[src/rtl/vic_pkg.sv]
// Shared types and constants for the vectored interrupt arbiter.
package vic_pkg;

    typedef enum logic [1:0] {
        IDLE = 2'd0,
        REQ  = 2'd1,
        SVC  = 2'd2
    } vic_state_t;

    localparam int unsigned VIC_MAX_SRC = 64;
    localparam int unsigned VIC_NV_VEC  = 0;

endpackage

[src/rtl/vic_prio_enc.sv]
// Lowest-index-first priority encoder; idx is zero when nothing is requesting.
module vic_prio_enc #(
    parameter  int unsigned NUM_SRC = 16,
    localparam int unsigned IDX_W   = $clog2(NUM_SRC)
) (
    input  logic [NUM_SRC-1:0] req,
    output logic               valid,
    output logic [IDX_W-1:0]   idx
);

    // Scan from the top down so the lowest set index is written last and wins.
    always_comb begin
        valid = 1'b0;
        idx   = '0;
        for (int i = int'(NUM_SRC) - 1; i >= 0; i--) begin
            if (req[i]) begin
                valid = 1'b1;
                idx   = IDX_W'(i);
            end
        end
    end

endmodule

[src/rtl/vic_arbiter.sv]
// Vectored interrupt arbiter: per-source edge/level latching, masking, fixed
// priority, and a registered request/ack/EOI handshake towards the CPU.
module vic_arbiter
    import vic_pkg::*;
#(
    parameter  int unsigned NUM_SRC = 16,
    localparam int unsigned IDX_W   = $clog2(NUM_SRC)
) (
    input  logic               clk,
    input  logic               rst,
    input  logic [NUM_SRC-1:0] src_i,
    input  logic               nv_req_i,
    input  logic [NUM_SRC-1:0] cfg_mask_i,
    input  logic [NUM_SRC-1:0] cfg_edge_i,
    input  logic               irq_ack_i,
    input  logic               eoi_i,
    output logic               irq_o,
    output logic [IDX_W-1:0]   vec_o,
    output logic               is_nv_o,
    output logic               in_service_o,
    output logic [NUM_SRC-1:0] pend_o
);

    vic_state_t         state_q;
    vic_state_t         state_d;
    logic [NUM_SRC-1:0] src_q;
    logic [NUM_SRC-1:0] pend_q;
    logic [NUM_SRC-1:0] pend_d;
    logic [NUM_SRC-1:0] rise;
    logic [NUM_SRC-1:0] eligible;
    logic [NUM_SRC-1:0] ack_clr;
    logic               win_valid;
    logic [IDX_W-1:0]   win_idx;
    logic               presented_ok;
    logic               ack_vec;
    logic               irq_d;
    logic [IDX_W-1:0]   vec_d;
    logic               is_nv_d;
    logic               in_service_d;

    assign eligible     = pend_q & cfg_mask_i;
    assign rise         = src_i & ~src_q;
    assign presented_ok = is_nv_o ? nv_req_i : eligible[vec_o];
    assign pend_o       = pend_q;

    vic_prio_enc #(
        .NUM_SRC (NUM_SRC)
    ) u_prio_enc (
        .req   (eligible),
        .valid (win_valid),
        .idx   (win_idx)
    );

    // Edge sources: a new edge beats a same-cycle ack clear. Level sources track the line.
    always_comb begin
        ack_clr = '0;
        if (ack_vec) begin
            ack_clr[vec_o] = 1'b1;
        end
        pend_d = (cfg_edge_i & (rise | (pend_q & ~ack_clr))) | (~cfg_edge_i & src_i);
    end

    // Next-state and next-output logic for the CPU handshake.
    always_comb begin
        state_d      = state_q;
        irq_d        = irq_o;
        vec_d        = vec_o;
        is_nv_d      = is_nv_o;
        in_service_d = in_service_o;
        ack_vec      = 1'b0;

        case (state_q)
            IDLE: begin
                irq_d = 1'b0;
                if (win_valid) begin
                    vec_d   = win_idx;
                    is_nv_d = 1'b0;
                    irq_d   = 1'b1;
                    state_d = REQ;
                end else if (nv_req_i) begin
                    vec_d   = IDX_W'(VIC_NV_VEC);
                    is_nv_d = 1'b1;
                    irq_d   = 1'b1;
                    state_d = REQ;
                end
            end
            REQ: begin
                // Ack outranks a same-cycle withdraw; the presented vector is frozen.
                if (irq_ack_i) begin
                    state_d      = SVC;
                    irq_d        = 1'b0;
                    in_service_d = 1'b1;
                    ack_vec      = ~is_nv_o;
                end else if (!presented_ok) begin
                    state_d = IDLE;
                    irq_d   = 1'b0;
                end
            end
            SVC: begin
                if (eoi_i) begin
                    state_d      = IDLE;
                    in_service_d = 1'b0;
                end
            end
            default: begin
                state_d = IDLE;
                irq_d   = 1'b0;
            end
        endcase
    end

    always_ff @(posedge clk or posedge rst) begin
        if (rst) begin
            state_q      <= IDLE;
            src_q        <= '0;
            pend_q       <= '0;
            irq_o        <= 1'b0;
            vec_o        <= '0;
            is_nv_o      <= 1'b0;
            in_service_o <= 1'b0;
        end else begin
            state_q      <= state_d;
            src_q        <= src_i;
            pend_q       <= pend_d;
            irq_o        <= irq_d;
            vec_o        <= vec_d;
            is_nv_o      <= is_nv_d;
            in_service_o <= in_service_d;
        end
    end

endmodule

[config.mk]
export PLATFORM = sky130hd
export DESIGN_NAME = vic_arbiter
export DESIGN_NICKNAME = d
export VERILOG_FILES = /design/src/rtl/vic_pkg.sv /design/src/rtl/vic_prio_enc.sv /design/src/rtl/vic_arbiter.sv
export SDC_FILE = /design/constraint.sdc
export NUM_CORES = 1
export LEC_CHECK = 0
export CORE_MARGIN = 4
export CORE_UTILIZATION = 47
export DETAILED_ROUTE_END_ITERATION = 8
export HOLD_SLACK_MARGIN = 0.12
export PLACE_DENSITY = 0.85
export SLEW_MARGIN = 10
export SYNTH_ARGS = -nofsm -noshare
export SYNTH_HDL_FRONTEND = slang
export SYNTH_SLANG_ARGS = --single-unit
[constraint.sdc]
create_clock -name clk -period 3.4 [get_ports clk]
set_input_delay 0.51 -clock clk [delete_from_list [all_inputs] [get_ports clk]]
set_output_delay 0.51 -clock clk [all_outputs]
set_load 0.005 [all_outputs]
# After elaboration in Yosys (flattened, before gate mapping)
# Cells that the tools add are included.
# totals
register_bits	41
mem_count	0
romBits	0
ramBits	0
latchBits	0
in_bits	53
output_inout_bits	23
elab_cells	93
# op_classes
n_eq_ne	6
n_bitwise	12
n_reduce_logical	8
n_mux	58
mul	0
n_addsub	0
n_shift	0
order_cmp	2
div_mod_pow	0
# ops
cell	count
16-bit AND	5
4-bit two-way mux	18
16-bit NOT	3
16-bit bitwise OR	2
1-bit two-way mux	29
16-bit two-way mux	1
2-bit two-way mux	5
2-bit case mux with 3 select lines	1
3-bit AND reduction	2
4-bit by 5-bit < comparator with 1-bit output (second input constant)	1
1-bit binary-select mux with 4-bit select	1
1-bit demux with 4-bit select	1
4-bit by 1-bit greater-or-equal comparator with 1-bit output (second input constant)	1
2-bit != test (second input constant)	2
2-bit AND reduction	2
2-bit nonzero test	2
3-bit by 2-bit != test with 1-bit output (second input constant)	1
3-bit != test (second input constant)	1
1-bit case mux with 3 select lines	1
2-bit by 1-bit equality test with 1-bit output (second input constant)	1
2-bit equality test (second input constant)	1
2-bit zero test	1
1-bit NOT	2
1-bit case mux with 2 select lines	1
1-bit logical AND	1

# Logic depth before layout (Yosys ltp)
# Gate-level depths: netlist (run 1).
# depth
ltp_word	19
mapped_depth	7
depth_no_buf	6

# By module
# A second synthesis (run 1) with hierarchy kept.
# unflattened
cells_unflattened	213
area_unflattened_um2	2092.0
# modules_own_cells
module	instances	cells_per_inst	area_each_um2	seq_area_each_um2
vic_arbiter	1	180	1913.1	1026.0
vic_prio_enc	1	33	178.9	0.0

# Worst setup path after synthesis (run 1)
# Ideal clock, no wire load.
# synth_timing
path_type	input-to-reg
from	input cfg_mask_i[15]
to	register vec_o[2]
path_buffers	0
setup_time_ns	0.125
path_slack_ns	1.675
required_ns	3.275
arrival_ns	1.600
path_stages	4
cell_sequence	a22oi_1 nand3_1 o41ai_4 mux2_4
# synth_via
elab_chain_len	19
word_cells_on_any_way	36
cone_classes	mux: 33; bitwise: 1; reduce/logical: 2
# synth_rtl
element	line	text
from (decl)	vic_arbiter.sv:13	input logic [NUM_SRC-1:0] cfg_mask_i,
16-bit AND *	vic_arbiter.sv:41	assign eligible = pend_q & cfg_mask_i;
1-bit two-way mux (16 in a row)	vic_prio_enc.sv:16	if (req[i]) begin
2-bit nonzero test (no line)	--	
2-bit AND reduction (no line)	--	
to (signal assigned)	vic_arbiter.sv:126	vec_o <= vec_d;
to (decl)	vic_arbiter.sv:18	output logic [IDX_W-1:0] vec_o,
# Mark *: on every way between the ends. The rest lies on a longest branch, timed or not.
# A chain may end at the register's enable or synchronous reset.

# Worst setup path after layout (run 1)
# layout_timing
from	register vec_o[1]
to	output vec_o[1]
# No word-level cell between the ends.

==> results of run 1 <==
-- state kept, by name, summed over array words and instances, names as in the netlist --
signal	flops
in_service_o	1
pend_o	16
irq_o	1
state_q	2
vec_o	4
src_q	16
is_nv_o	1
-- layer usage --
metal	up-vias	track usage, %	routed length (um)
met5	-	0	0
met4	0	6.68	79
met3	8	7.62	436
met2	71	35.1	2420
met1	816	25.9	2150
li1	862	-	-
-- logic make-up (layout without fill, tap and decap cells) --
kind of cell           count (synthesis)  count (layout)  synth area share (%)
AO/OA/AOI/OAI                         43              43                  19.3
buffers and inverters                  6              87                  1.42
flip-flops                            41              41                  52.8
multiplexers                           3               3                  3.29
AND/OR/NAND/NOR                       95              95                  23.1
-- power by group --
part	internal, mW	leakage, nW	total (mW)	switching, mW
Combinational	0.321	0.605	0.550	0.229
Clock	0.239	0.0574	0.408	0.170
Sequential	0.565	0.482	0.699	0.134
-- area by class of cell --
class,instances,area share [%]
Sequential cell,41,35.8
Multi-Input combinational cell,141,31.0
Timing Repair Buffer,76,26.5
Clock buffer,6,2.88
Tap cell,50,2.18
Clock inverter,2,1.31
Inverter,3,0.393
-- cell usage in the layout (no fill, tap or decap), types with 3 or more instances in the layout --
| cell type | n |
|---|---|
| nand3_1 | 6 |
| nor2b_1 | 4 |
| inv_1 | 3 |
| o211ai_1 | 3 |
| clkdlybuf4s50_1 | 75 |
| nand3b_1 | 3 |
| clkbuf_8 | 6 |
| a32o_1 | 20 |
| o21ai_0 | 5 |
| nand2b_1 | 3 |
| nor3b_1 | 3 |
| a21oi_1 | 6 |
| dfrtp_1 | 41 |
| nand2_1 | 57 |
| nor2_1 | 7 |
-- worst max path at each step --
| stage | to | slack (ns) | cells after the start |
|---|---|---|---|
| 2_1_floorplan | vec_o[2]$_DFFE_PP0P_ | 1.67 | 4 |
| 3_3_place_gp | vec_o[2]$_DFFE_PP0P_ | 1.11 | 5 |
| 3_5_place_dp | vec_o[2]$_DFFE_PP0P_ | 1.07 | 5 |
| 4_1_cts | vec_o[0] | 1.27 | 1 |
| 5_1_grt | vec_o[0] | 1.16 | 1 |
| 6_report | vec_o[1] | 1.28 | 1 |
-- per-stage QoR --
step,std cells,cell area [sq um],total power [mW],hold slack [ns]
2_1_floorplan,188,1940,0.993,0.498
3_3_place_gp,311,2750,1.24,0.525
3_5_place_dp,311,2750,1.25,0.532
4_1_cts,319,2870,1.66,0.552
5_1_grt,319,2870,1.76,0.578
6_report,319,2870,1.66,0.550
==> metrics.md, run 1 <==
| Metric | Value |
|---|---|
| Max rail drop VDD | `0.328 mV` |
| Row count | `23` |
| Largest area contributor in the netlist | `dfrtp_1` |
| Post-cts hold buffer count | `0` |
| R2r endpoint | `irq_o$_DFFE_PP0P_` |
| EDFF count, synth | `0` |
| Worst r2r src | `vec_o[1]$_DFFE_PP0P_` |
| Worst skew pair latency | `approximately 0.30 ns` |
| Share of cells above drive strength 1 | `6.69%` |
| Avg Vias per Cell | `approximately 5.5` |
| Initial antenna violation count | `0` |
| Multi-input gate area | `888 sq um` |
| PortBufs | `75` |
| Synth warn | `0` |
| Top post-synthesis cells by count | `nand2_1, dfrtp_1, a32o_1, nor2_1` |
| Initial Utilization | `48.5%` |
| Final Hold Vio Count | `0` |
| First-pass GRT wire length | `8530 um` |
| Critical Path Source | `vec_o[1]$_DFFE_PP0P_` |
| Max-cap violations | `0` |
| Async set-reset flop share out of synthesis | `100%` |
| Post-Synthesis Cells | `188` |
| Max Root-Sink Buffers | `2` |
| Post-synth cell types | `38` |
| Final setup violation count | `0` |
| Vias in the first global route | `1800` |
| Core Region | `roughly 4000 sq um` |
| Nets | `around 320` |
| Ys flop type | `dfrtp_1` |
| Post-synth top area share | `52.8%` |
| CTS root buffer | `clkbuf_8` |
| Congestion Overflow GR | `0` |
| Avg WL per Cell | `about 16 um` |
| Routed vias | `1757` |
| Top-count cell post-synth | `nand2_1` |
| Max Freq | `471 MHz` |
| Antenna diodes | `0` |
| Final Util | `71.7%` |
| Cells on Worst Hold Path | `2` |
| Critical path, cell by cell | `clkdlybuf4s50_1` |
| Pins Over Slew Limit | `0` |
| Die W | `72.3 um` |
| Area of the die | `about 5200 sq um` |
| Gr usage total | `21.2%` |
| Crit path capture type | `primary output` |
| Hold Path Sink | `in_service_o$_DFFE_PP0P_` |
| Power per standard cell area | `578 nW/um^2` |
| Area delta synth->final | `47.6%` |
| Worst Path Arrival | `1.61 ns` |
| Reg clk slew, reported paths | `0.08 ns` |
| Post-CTS sizing | `0` |
| DR iter-0 viols | `120` |
| Critical Path RT | `2.89 ns` |
| Unrepaired setup endpoints after global routing | `false` |
| Period utilization | `62.4%` |
| CP delay by family, top | `flip-flops` |
| Worst Path Max Fanout | `16` |
| Yosys reg bits | `41` |
| Setup bufs post-CTS | `0` |
| Detailed placement HPWL | `3930 um` |
| Final wirelength | `around 5000 um` |
| Buf/Inv on CP | `1` |
| I/O pin count | `76` |
| Syn_nets | `241` |
| Post-placement worst setup slack | `1.07 ns` |
| Worst setup margin | `~1.3 ns` |
| Largest cells by area after synthesis | `dfrtp_1, nand2_1, a32o_1, a21oi_1, nand3_1` |
| Drt pass-1 iters | `4` |
| Post-route minimum period | `2.12 ns` |
| Kind of critical path | `reg -> out` |
| Worst R2R Setup Slack | `1.50 ns` |
| Die height | `72.3 um` |
| Largest net degree at the start of global routing | `29` |
| R2R depth | `4` |
| CTS tree | `yes` |
| Run status | `completed` |
| Total clock buffers created by CTS | `5` |
| Worst path max stage delay | `0.69 ns` |
| Crit path launch type | `flip-flop` |
| Clock sinks | `41` |
| LEAKAGE | `approximately 1.1 nW` |
| GPL Wtd Cong | `0.821` |
| Avg Inst Size Synth | `slightly above 10 sq um` |
| Clk_skew | `0.00545 ns` |
| Number of routed nets with antenna violations | `0` |
| Worst-Margin Slew | `0.546 ns` |
| Fin Setup TNS | `0 ns` |
| Max_slew headroom | `63.6%` |
| H-Tree Depth | `2` |
| Reg area | `1030 sq um` |
| Post-route DRC | `0` |
| Type of the worst min-delay path | `reg -> reg` |
| Post-Syn Area | `1940 sq um` |
| Filler instances | `310` |
| Sequential area share after synthesis | `approximately 53%` |
| Min-delay src | `in_service_o$_DFFE_PP0P_` |
| Worst path slowest cell | `dfrtp_1` |
Power figures use the tool's default switching activity.
==> run 2: changes to the inputs <==
--- a/config.mk
+++ b/config.mk
@@ -6,10 +6,10 @@
 export NUM_CORES = 1
 export LEC_CHECK = 0
 export CORE_MARGIN = 4
-export CORE_UTILIZATION = 47
+export CORE_UTILIZATION = 39
 export DETAILED_ROUTE_END_ITERATION = 8
 export HOLD_SLACK_MARGIN = 0.12
-export PLACE_DENSITY = 0.85
+export PLACE_DENSITY = 0.76
 export SLEW_MARGIN = 10
 export SYNTH_ARGS = -nofsm -noshare
 export SYNTH_HDL_FRONTEND = slang
==> constraint.sdc (replaced) <==
create_clock -name clk -period 1.75 [get_ports clk]
set_input_delay 0.2625 -clock clk [delete_from_list [all_inputs] [get_ports clk]]
set_output_delay 0.2625 -clock clk [all_outputs]
set_load 0.005 [all_outputs]
==> run 2 against run 1 <==
Effect of this change: flip-flop and latch count unchanged; final cell count increased by 15%; non-clock buffer count increased by 31; routed wire length increased by 3.7%; clock skew increased by 0.0032 ns; sequential power increased by 77%; first-iteration DRC count decreased by 4.2%; power increased by 110%; critical endpoint is now pend_o[14]$_DFF_PP0_; largest cell class unchanged; largest power group is now combinational cells.
==> metrics.md, run 2 (synthesized netlist as in run 1, its figures left out) <==
| Metric | Value |
|---|---|
| DR iter-0 viols | `115 (was 120)` |
| Most common cell after layout, fill and taps aside | `clkdlybuf4s50_1 (unchanged)` |
| Max Root-Sink Buffers | `2 (unchanged)` |
| Worst r2r src | `state_q[0]$_DFFE_PP0P_ (was vec_o[1]$_DFFE_PP0P_)` |
| Antenna diodes | `0 (unchanged)` |
| Post-route minimum period | `1.69 ns` |
| Worst path slowest cell | `dfrtp_1 (unchanged)` |
| H-Tree Depth | `2 (unchanged)` |
| M2 GR Usage | `27.3% (was 35.1%)` |
| GRT Max-Usage Layer | `met2 (unchanged)` |
| CTS tree | `yes (unchanged)` |
| Max rail drop VDD | `0.548 mV (was 0.328 mV)` |
| Critical Path RT | `1.94 ns (was 2.89 ns)` |
| Area delta synth->final | `62.2% (was 47.6%)` |
| Unrepaired setup endpoints after global routing | `true (was false)` |
| Worst Path Max Fanout | `5 (was 16)` |
| Vias in the first global route | `1831 (was 1800)` |
| Design area | `3150 sq um (was 2870 sq um)` |
| Avg WL per Cell | `14.4 um (was 15.9 um)` |
| CTS root buffer | `clkbuf_8 (unchanged)` |
| Type of the worst min-delay path | `in -> async (was reg -> reg)` |
| Worst Path Arrival | `1.88 ns (was 1.61 ns)` |
| Congestion Overflow GR | `0 (unchanged)` |
| Max-cap violations | `0 (unchanged)` |
| Avg Vias per Cell | `5.08 (was 5.51)` |
| Die W | `78.6 um (was 72.3 um)` |
| Nets | `352 (was 321)` |
| Largest net degree at the start of global routing | `42 (was 29)` |
| I/O pin count | `76 (unchanged)` |
| GPL Wtd Cong | `0.928 (was 0.821)` |
| Worst R2R Setup Slack | `0.06 ns (was 1.50 ns)` |
| R2R depth | `6 (was 4)` |
| Total clock buffers created by CTS | `5 (unchanged)` |
| Filler instances | `382 (was 310)` |
| Drt pass-1 iters | `4 (unchanged)` |
| Worst skew pair latency | `0.30 ns (about the same)` |
| Initial antenna violation count | `0 (unchanged)` |
| Reg clk slew, reported paths | `0.08 ns (about the same)` |
| Post-DP Area | `2980 sq um (was 2750 sq um)` |
| Run status | `completed (unchanged)` |
| Die height | `78.6 um (was 72.3 um)` |
| WHS | `0.305 ns (was 0.550 ns)` |
| Core Region | `4790 sq um (was 4000 sq um)` |
| Period utilization | `a little over nine tenths` |
| Routed vias | `1865 (was 1757)` |
| First-pass GRT wire length | `8530 um (unchanged)` |
| Area of the die | `6170 sq um (was 5220 sq um)` |
| Max_slew headroom | `71.1% (was 63.6%)` |
| Most frequent cells in the layout | `clkdlybuf4s50_1, nand2_1, dfrtp_1, buf_4, a32o_1 (was clkdlybuf4s50_1, nand2_1, dfrtp_1, a32o_1, nor2_1)` |
| Crit path capture type | `flip-flop (was primary output)` |
| Critical path, cell by cell | `nor2b_2, nand3b_1, nor3b_1, buf_4, nand2_1, a32o_1 (was clkdlybuf4s50_1)` |
| Worst path depth | `6 (was 1)` |
| Row count | `25 (was 23)` |
| Detailed placement HPWL | `4080 um (was 3930 um)` |
| R2r endpoint | `pend_o[14]$_DFF_PP0_ (was irq_o$_DFFE_PP0P_)` |
| Max Freq | `593 MHz` |
| Power per standard cell area | `1080 nW/um^2 (was 578 nW/um^2)` |
| PortBufs | `75 (unchanged)` |
| Initial Utilization | `40.6% (was 48.5%)` |
| Clock sinks | `41 (unchanged)` |
| Buf/Inv on CP | `1 (unchanged)` |
| Worst path max stage delay | `0.40 ns (was 0.69 ns)` |
| Crit path to | `pend_o[14]$_DFF_PP0_ (was vec_o[1])` |
| Final wirelength | `5270 um (was 5080 um)` |
| Clk_skew | `0.00866 ns (was 0.00545 ns)` |
| Final Hold Vio Count | `0 (unchanged)` |
| Pins Over Slew Limit | `0 (unchanged)` |
| Post-route DRC | `0 (unchanged)` |
| Post-cts hold buffer count | `0 (unchanged)` |
| CP delay by family, top | `simple AND/OR/NAND/NOR gates (was flip-flops)` |
| GR Util met3 | `5.28% (was 7.62%)` |
| GR Util met1 | `23.2% (was 25.9%)` |
| Gr usage total | `17.5% (was 21.2%)` |
| Final setup violation count | `0 (unchanged)` |
| Share of cells above drive strength 1 | `19.0% (was 6.69%)` |
| LEAKAGE | `1.30 nW (was 1.15 nW)` |
| Number of routed nets with antenna violations | `0 (unchanged)` |
| Kind of critical path | `reg -> reg (was reg -> out)` |
| Crit path launch type | `flip-flop (unchanged)` |
| Worst-Margin Slew | `0.431 ns (was 0.546 ns)` |
| Critical Path Source | `state_q[0]$_DFFE_PP0P_ (was vec_o[1]$_DFFE_PP0P_)` |
-- run 2: how the worst min path moves through the flow --
stage | startpoint | endpoint | slack (ns)
after floorplan | src_i[0] | src_q[0]$_DFF_PP0_ | 0.29
after global placement | src_q[5]$_DFF_PP0_ | pend_o[5]$_DFF_PP0_ | 0.52
after global routing | rst | src_q[15]$_DFF_PP0_ | 0.33
after CTS | rst | src_q[15]$_DFF_PP0_ | 0.31
after detailed placement | in_service_o$_DFFE_PP0P_ | in_service_o$_DFFE_PP0P_ | 0.53
final | rst | src_q[14]$_DFF_PP0_ | 0.31
-- run 2: report_power, final --
part           total (mW)  leakage, nW  internal (mW)  switching (mW)
sequential           1.24        0.480           1.10           0.139
clock               0.682       0.0542          0.356           0.326
combinational        1.48        0.769          0.850           0.627
-- run 2: metal layers --
layer | part of all wire (%) | routed length, um
met5 | 0 | 0
met4 | 1.4 | 76
met3 | 6.7 | 355
met2 | 47 | 2490
met1 | 45 | 2350
-- run 2: metrics by stage --
step | TNS, ns | worst slack [ns] | total power [mW] | utilization (%) | instances
6_report | 0 | 0.0630 | 3.40 | 65.8 | 367
3_5_place_dp | -2.17 | -0.230 | 2.62 | 62.2 | 354
4_1_cts | 0 | 0.0145 | 3.35 | 64.6 | 364
3_3_place_gp | -1.87 | -0.178 | 2.60 | 62.2 | 354
2_1_floorplan | 0 | 0.0953 | 1.93 | - | 188
5_1_grt | -0.139 | -0.0295 | 3.62 | 65.8 | 367
-- run 2: tightest hold or removal path, cell delays in order --
cell and delay, ns:
clkdlybuf4s50_1 0.39, inv_1 0.09, buf_12 0.23
-- run 2: repair_timing --
action | in CTS | in global routing
gates resized for setup | 1 | 8
setup buffers | 2 | 3
endpoints found under the setup margin | 2 | 13
pin swaps | 0 | 2
-- run 2: cell type report --
| cell class | instances | area [sq um] | area share [%] |
|---|---|---|---|
| well taps | 67 | 83.8 | 2.66 |
| clock inverters | 1 | 5.00 | 0.159 |
| multi-input cells | 141 | 917 | 29.1 |
| inverters | 3 | 11.3 | 0.358 |
| flip-flops and latches | 41 | 1030 | 32.7 |
| repair buffers | 107 | 1010 | 32.0 |
| clock buffers | 7 | 96.3 | 3.06 |
==> run 3: changes to the inputs <==
--- a/config.mk
+++ b/config.mk
@@ -6,11 +6,12 @@
 export NUM_CORES = 1
 export LEC_CHECK = 0
 export CORE_MARGIN = 4
-export CORE_UTILIZATION = 39
+export CORE_UTILIZATION = 40
 export DETAILED_ROUTE_END_ITERATION = 8
 export HOLD_SLACK_MARGIN = 0.12
 export PLACE_DENSITY = 0.76
 export SLEW_MARGIN = 10
 export SYNTH_ARGS = -nofsm -noshare
 export SYNTH_HDL_FRONTEND = slang
+export SYNTH_HIERARCHICAL = 1
 export SYNTH_SLANG_ARGS = --single-unit
==> run 3 against run 2 <==
Effect of this change: the flow now finishes with violations (negative setup slack); clock-buffer cell count unchanged; worst setup slack worse by 0.22 ns; synthesized cell count up 13%; synthesized area up 7.7%; final cell count up 11%; sequential power about the same; sequential share of layout area down 2.1 points; fmax down 12%; largest cell class is now non-clock buffers; largest power group unchanged; highest routed layer unchanged.
==> metrics.md, run 3 <==
| Metric | Value |
|---|---|
| Run status | `complete, but fails checks (was completed)` |
| Failing checks | `negative setup slack` |
| Avg Vias per Cell | `5.18 (was 5.08)` |
| Die W | `80.3 um (was 78.6 um)` |
| Row count | `26 (was 25)` |
| Ys flop type | `dfrtp_1 (unchanged)` |
| Nets | `390 (was 352)` |
| Syn_nets | `266 (was 241)` |
| Core Region | `5070 sq um (was 4790 sq um)` |
| Worst skew pair latency | `0.29 ns (was 0.30 ns)` |
| Clock sinks | `41 (unchanged)` |
| Largest area contributor in the netlist | `dfrtp_1 (unchanged)` |
| Top post-synthesis cells by count | `dfrtp_1, nand2_1, and2_1, a32o_1, nor2_1 (was nand2_1, dfrtp_1, a32o_1, nor2_1)` |
| Total clock buffers created by CTS | `5 (unchanged)` |
| Worst-Margin Slew | `0.402 ns (was 0.431 ns)` |
| Largest net degree at the start of global routing | `42 (unchanged)` |
| Reg clk slew, reported paths | `0.08 ns (about the same)` |
| Post-synth cell types | `38 (unchanged)` |
| Post-route DRC | `0 (unchanged)` |
| Routed vias | `2107 (was 1865)` |
| Final setup violation count | `6 (was 0)` |
| Max Root-Sink Buffers | `2 (unchanged)` |
| Initial antenna violation count | `0 (unchanged)` |
| Pins Over Slew Limit | `0 (unchanged)` |
| Top-count cell post-synth | `dfrtp_1 (was nand2_1)` |
| Share of cells above drive strength 1 | `20.5% (was 19.0%)` |
| Async set-reset flop share out of synthesis | `100% (unchanged)` |
| Fin Setup TNS | `-0.722 ns (was 0 ns)` |
| PortBufs | `75 (unchanged)` |
| Clk_skew | `0.00769 ns (was 0.00866 ns)` |
| Max_slew headroom | `73.2% (was 71.1%)` |
| Max Freq | `524 MHz (was 593 MHz)` |
| Crit path launch type | `flip-flop (unchanged)` |
| GPL Wtd Cong | `0.955 (was 0.928)` |
| Post-Synthesis Cells | `213 (was 188)` |
| Post-synth top area share | `49.0% (was 52.8%)` |
| Period utilization | `109% (was 96.4%)` |
| Worst Path Max Fanout | `3 (was 5)` |
| EDFF count, synth | `0 (unchanged)` |
| Initial Utilization | `41.2% (was 40.6%)` |
| Final wirelength | `6180 um (was 5270 um)` |
| Final Util | `66.2% (was 65.8%)` |
| Worst Path Arrival | `2.10 ns (was 1.88 ns)` |
| Post-cts hold buffer count | `0 (unchanged)` |
| Crit path capture type | `flip-flop (unchanged)` |
| Max-cap violations | `0 (unchanged)` |
| Die height | `80.3 um (was 78.6 um)` |
| Avg Inst Size Synth | `9.82 sq um (was 10.3 sq um)` |
| Gr usage total | `20.4% (was 17.5%)` |
| I/O pin count | `76 (unchanged)` |
| Max rail drop VDD | `0.465 mV (was 0.548 mV)` |
| DR iter-0 viols | `110 (was 115)` |
| First-pass GRT wire length | `10100 um (was 8530 um)` |
| Sequential area share after synthesis | `49.0% (was 52.8%)` |
| Power per standard cell area | `1010 nW/um^2 (was 1080 nW/um^2)` |
| Number of routed nets with antenna violations | `0 (unchanged)` |
| Kind of critical path | `reg -> reg (unchanged)` |
| H-Tree Depth | `2 (unchanged)` |
| Final Hold Vio Count | `0 (unchanged)` |
| Largest cells by area after synthesis | `dfrtp_1, a32o_1, nand2_1, and2_1, nor2_1 (was dfrtp_1, nand2_1, a32o_1, a21oi_1, nand3_1)` |
| Post-Syn Area | `2090 sq um (was 1940 sq um)` |
| Detailed placement HPWL | `4920 um (was 4080 um)` |
| LEAKAGE | `1.41 nW (was 1.30 nW)` |
| Type of the worst min-delay path | `in -> async (unchanged)` |
| Antenna diodes | `0 (unchanged)` |
| Synth warn | `6 (was 0)` |
| Most common cell after layout, fill and taps aside | `clkdlybuf4s50_1 (unchanged)` |
| CTS tree | `yes (unchanged)` |
| Congestion Overflow GR | `0 (unchanged)` |
| Vias in the first global route | `2191 (was 1831)` |
| Drt pass-1 iters | `4 (unchanged)` |
| Most frequent cells in the layout | `clkdlybuf4s50_1, buf_4, dfrtp_1, nand2_1, a32o_1 (was clkdlybuf4s50_1, nand2_1, dfrtp_1, buf_4, a32o_1)` |
| Avg WL per Cell | `15.2 um (was 14.4 um)` |
| Area delta synth->final | `60.6% (was 62.2%)` |
| Post-route minimum period | `1.91 ns (was 1.69 ns)` |
| Unrepaired setup endpoints after global routing | `true (unchanged)` |
| Worst setup margin | `-0.159 ns (was 0.0630 ns)` |
| CTS root buffer | `clkbuf_8 (unchanged)` |
| Critical Path RT | `1.94 ns (about the same)` |
| Yosys reg bits | `41 (unchanged)` |
| Area of the die | `6450 sq um (was 6170 sq um)` |
-- run 3: changes by cell type after synthesis, moves of 4 or more --
cell	before	now
a21oi_1	6	11
a32o_1	20	16
and2_1	1	17
nand2_1	57	38
nand3_1	6	10
nand4b_1	1	5
nor2_1	7	16
o22ai_1	0	4
-- run 3: repair_timing --
item / in CTS / in global routing
resized for setup: 8 / 2
pin swaps: 9 / 1
setup buffers: 3 / 1
setup endpoints to repair: 7 / 9
-- run 3: final timing paths --
check | start | endpoint | slack (ns) | cells after the start
max | pend_o[10]$_DFF_PP0_ | irq_o$_DFFE_PP0P_ | -0.16 | 8
min | rst | is_nv_o$_DFFE_PP0P_ | 0.32 | 3
min reg2reg | src_q[7]$_DFF_PP0_ | pend_o[7]$_DFF_PP0_ | 0.55 | 2
max in group asynchronous | rst | pend_o[9]$_DFF_PP0_ | 1.23 | 3
min in group clk | src_i[14] | src_q[14]$_DFF_PP0_ | 0.44 | 1
max reg2reg | pend_o[10]$_DFF_PP0_ | irq_o$_DFFE_PP0P_ | -0.16 | 8
-- run 3: through the flow --
step                      hold slack (ns)  setup WS [ns]  instances  cell area, sq um  power [mW]
after floorplan                     0.294        0.00189        213              2090        1.99
after global placement              0.510         -0.452        397              3220        2.72
after detailed placement            0.537         -0.560        397              3220        2.74
after CTS                           0.322         -0.121        406              3340        3.41
after global routing                0.337         -0.317        407              3360        3.63
final                               0.319         -0.159        407              3360        3.41
-- run 3: layout make-up --
| cell class | count | area (sq um) |
|---|---|---|
| repair buffers | 123 | 1120 |
| fillers | 437 | 1720 |
| inverters | 6 | 22.5 |
| flip-flops and latches | 41 | 1030 |
| clock buffers | 7 | 86.3 |
| multi-input cells | 160 | 1010 |
| well taps | 70 | 87.6 |
-- run 3: where the power goes --
group	internal, mW	switching [mW]	leakage, nW	total (mW)
clock	0.313	0.307	0.0443	0.619
combinational	0.888	0.650	0.881	1.54
sequential	1.09	0.162	0.481	1.25
total	2.29	1.12	1.41	3.41
-- run 3: critical path, cell delays in order (launching register included) --
cell and delay (ns):
dfrtp_1 0.38, and2_4 0.16, nor4_4 0.31, and3_4 0.23
nand4_1 0.15, buf_4 0.19, nor3_1 0.17, a21oi_1 0.06
o21a_1 0.18
-- run 3: kinds of logic after synthesis --
group	after synthesis	share of synthesized area, %
and+or+nand+nor	110	28.1
AOI/OAI and AO/OA	49	18.3
DFF	41	49.0
muxes	1	0.538
buffers and inverters	12	4.07
-- run 3: metal layers --
layer  track usage, %  routed length, um
met5                0                  0
met4             4.05                 46
met3             4.82                395
met2             36.6               3150
met1             25.0               2590
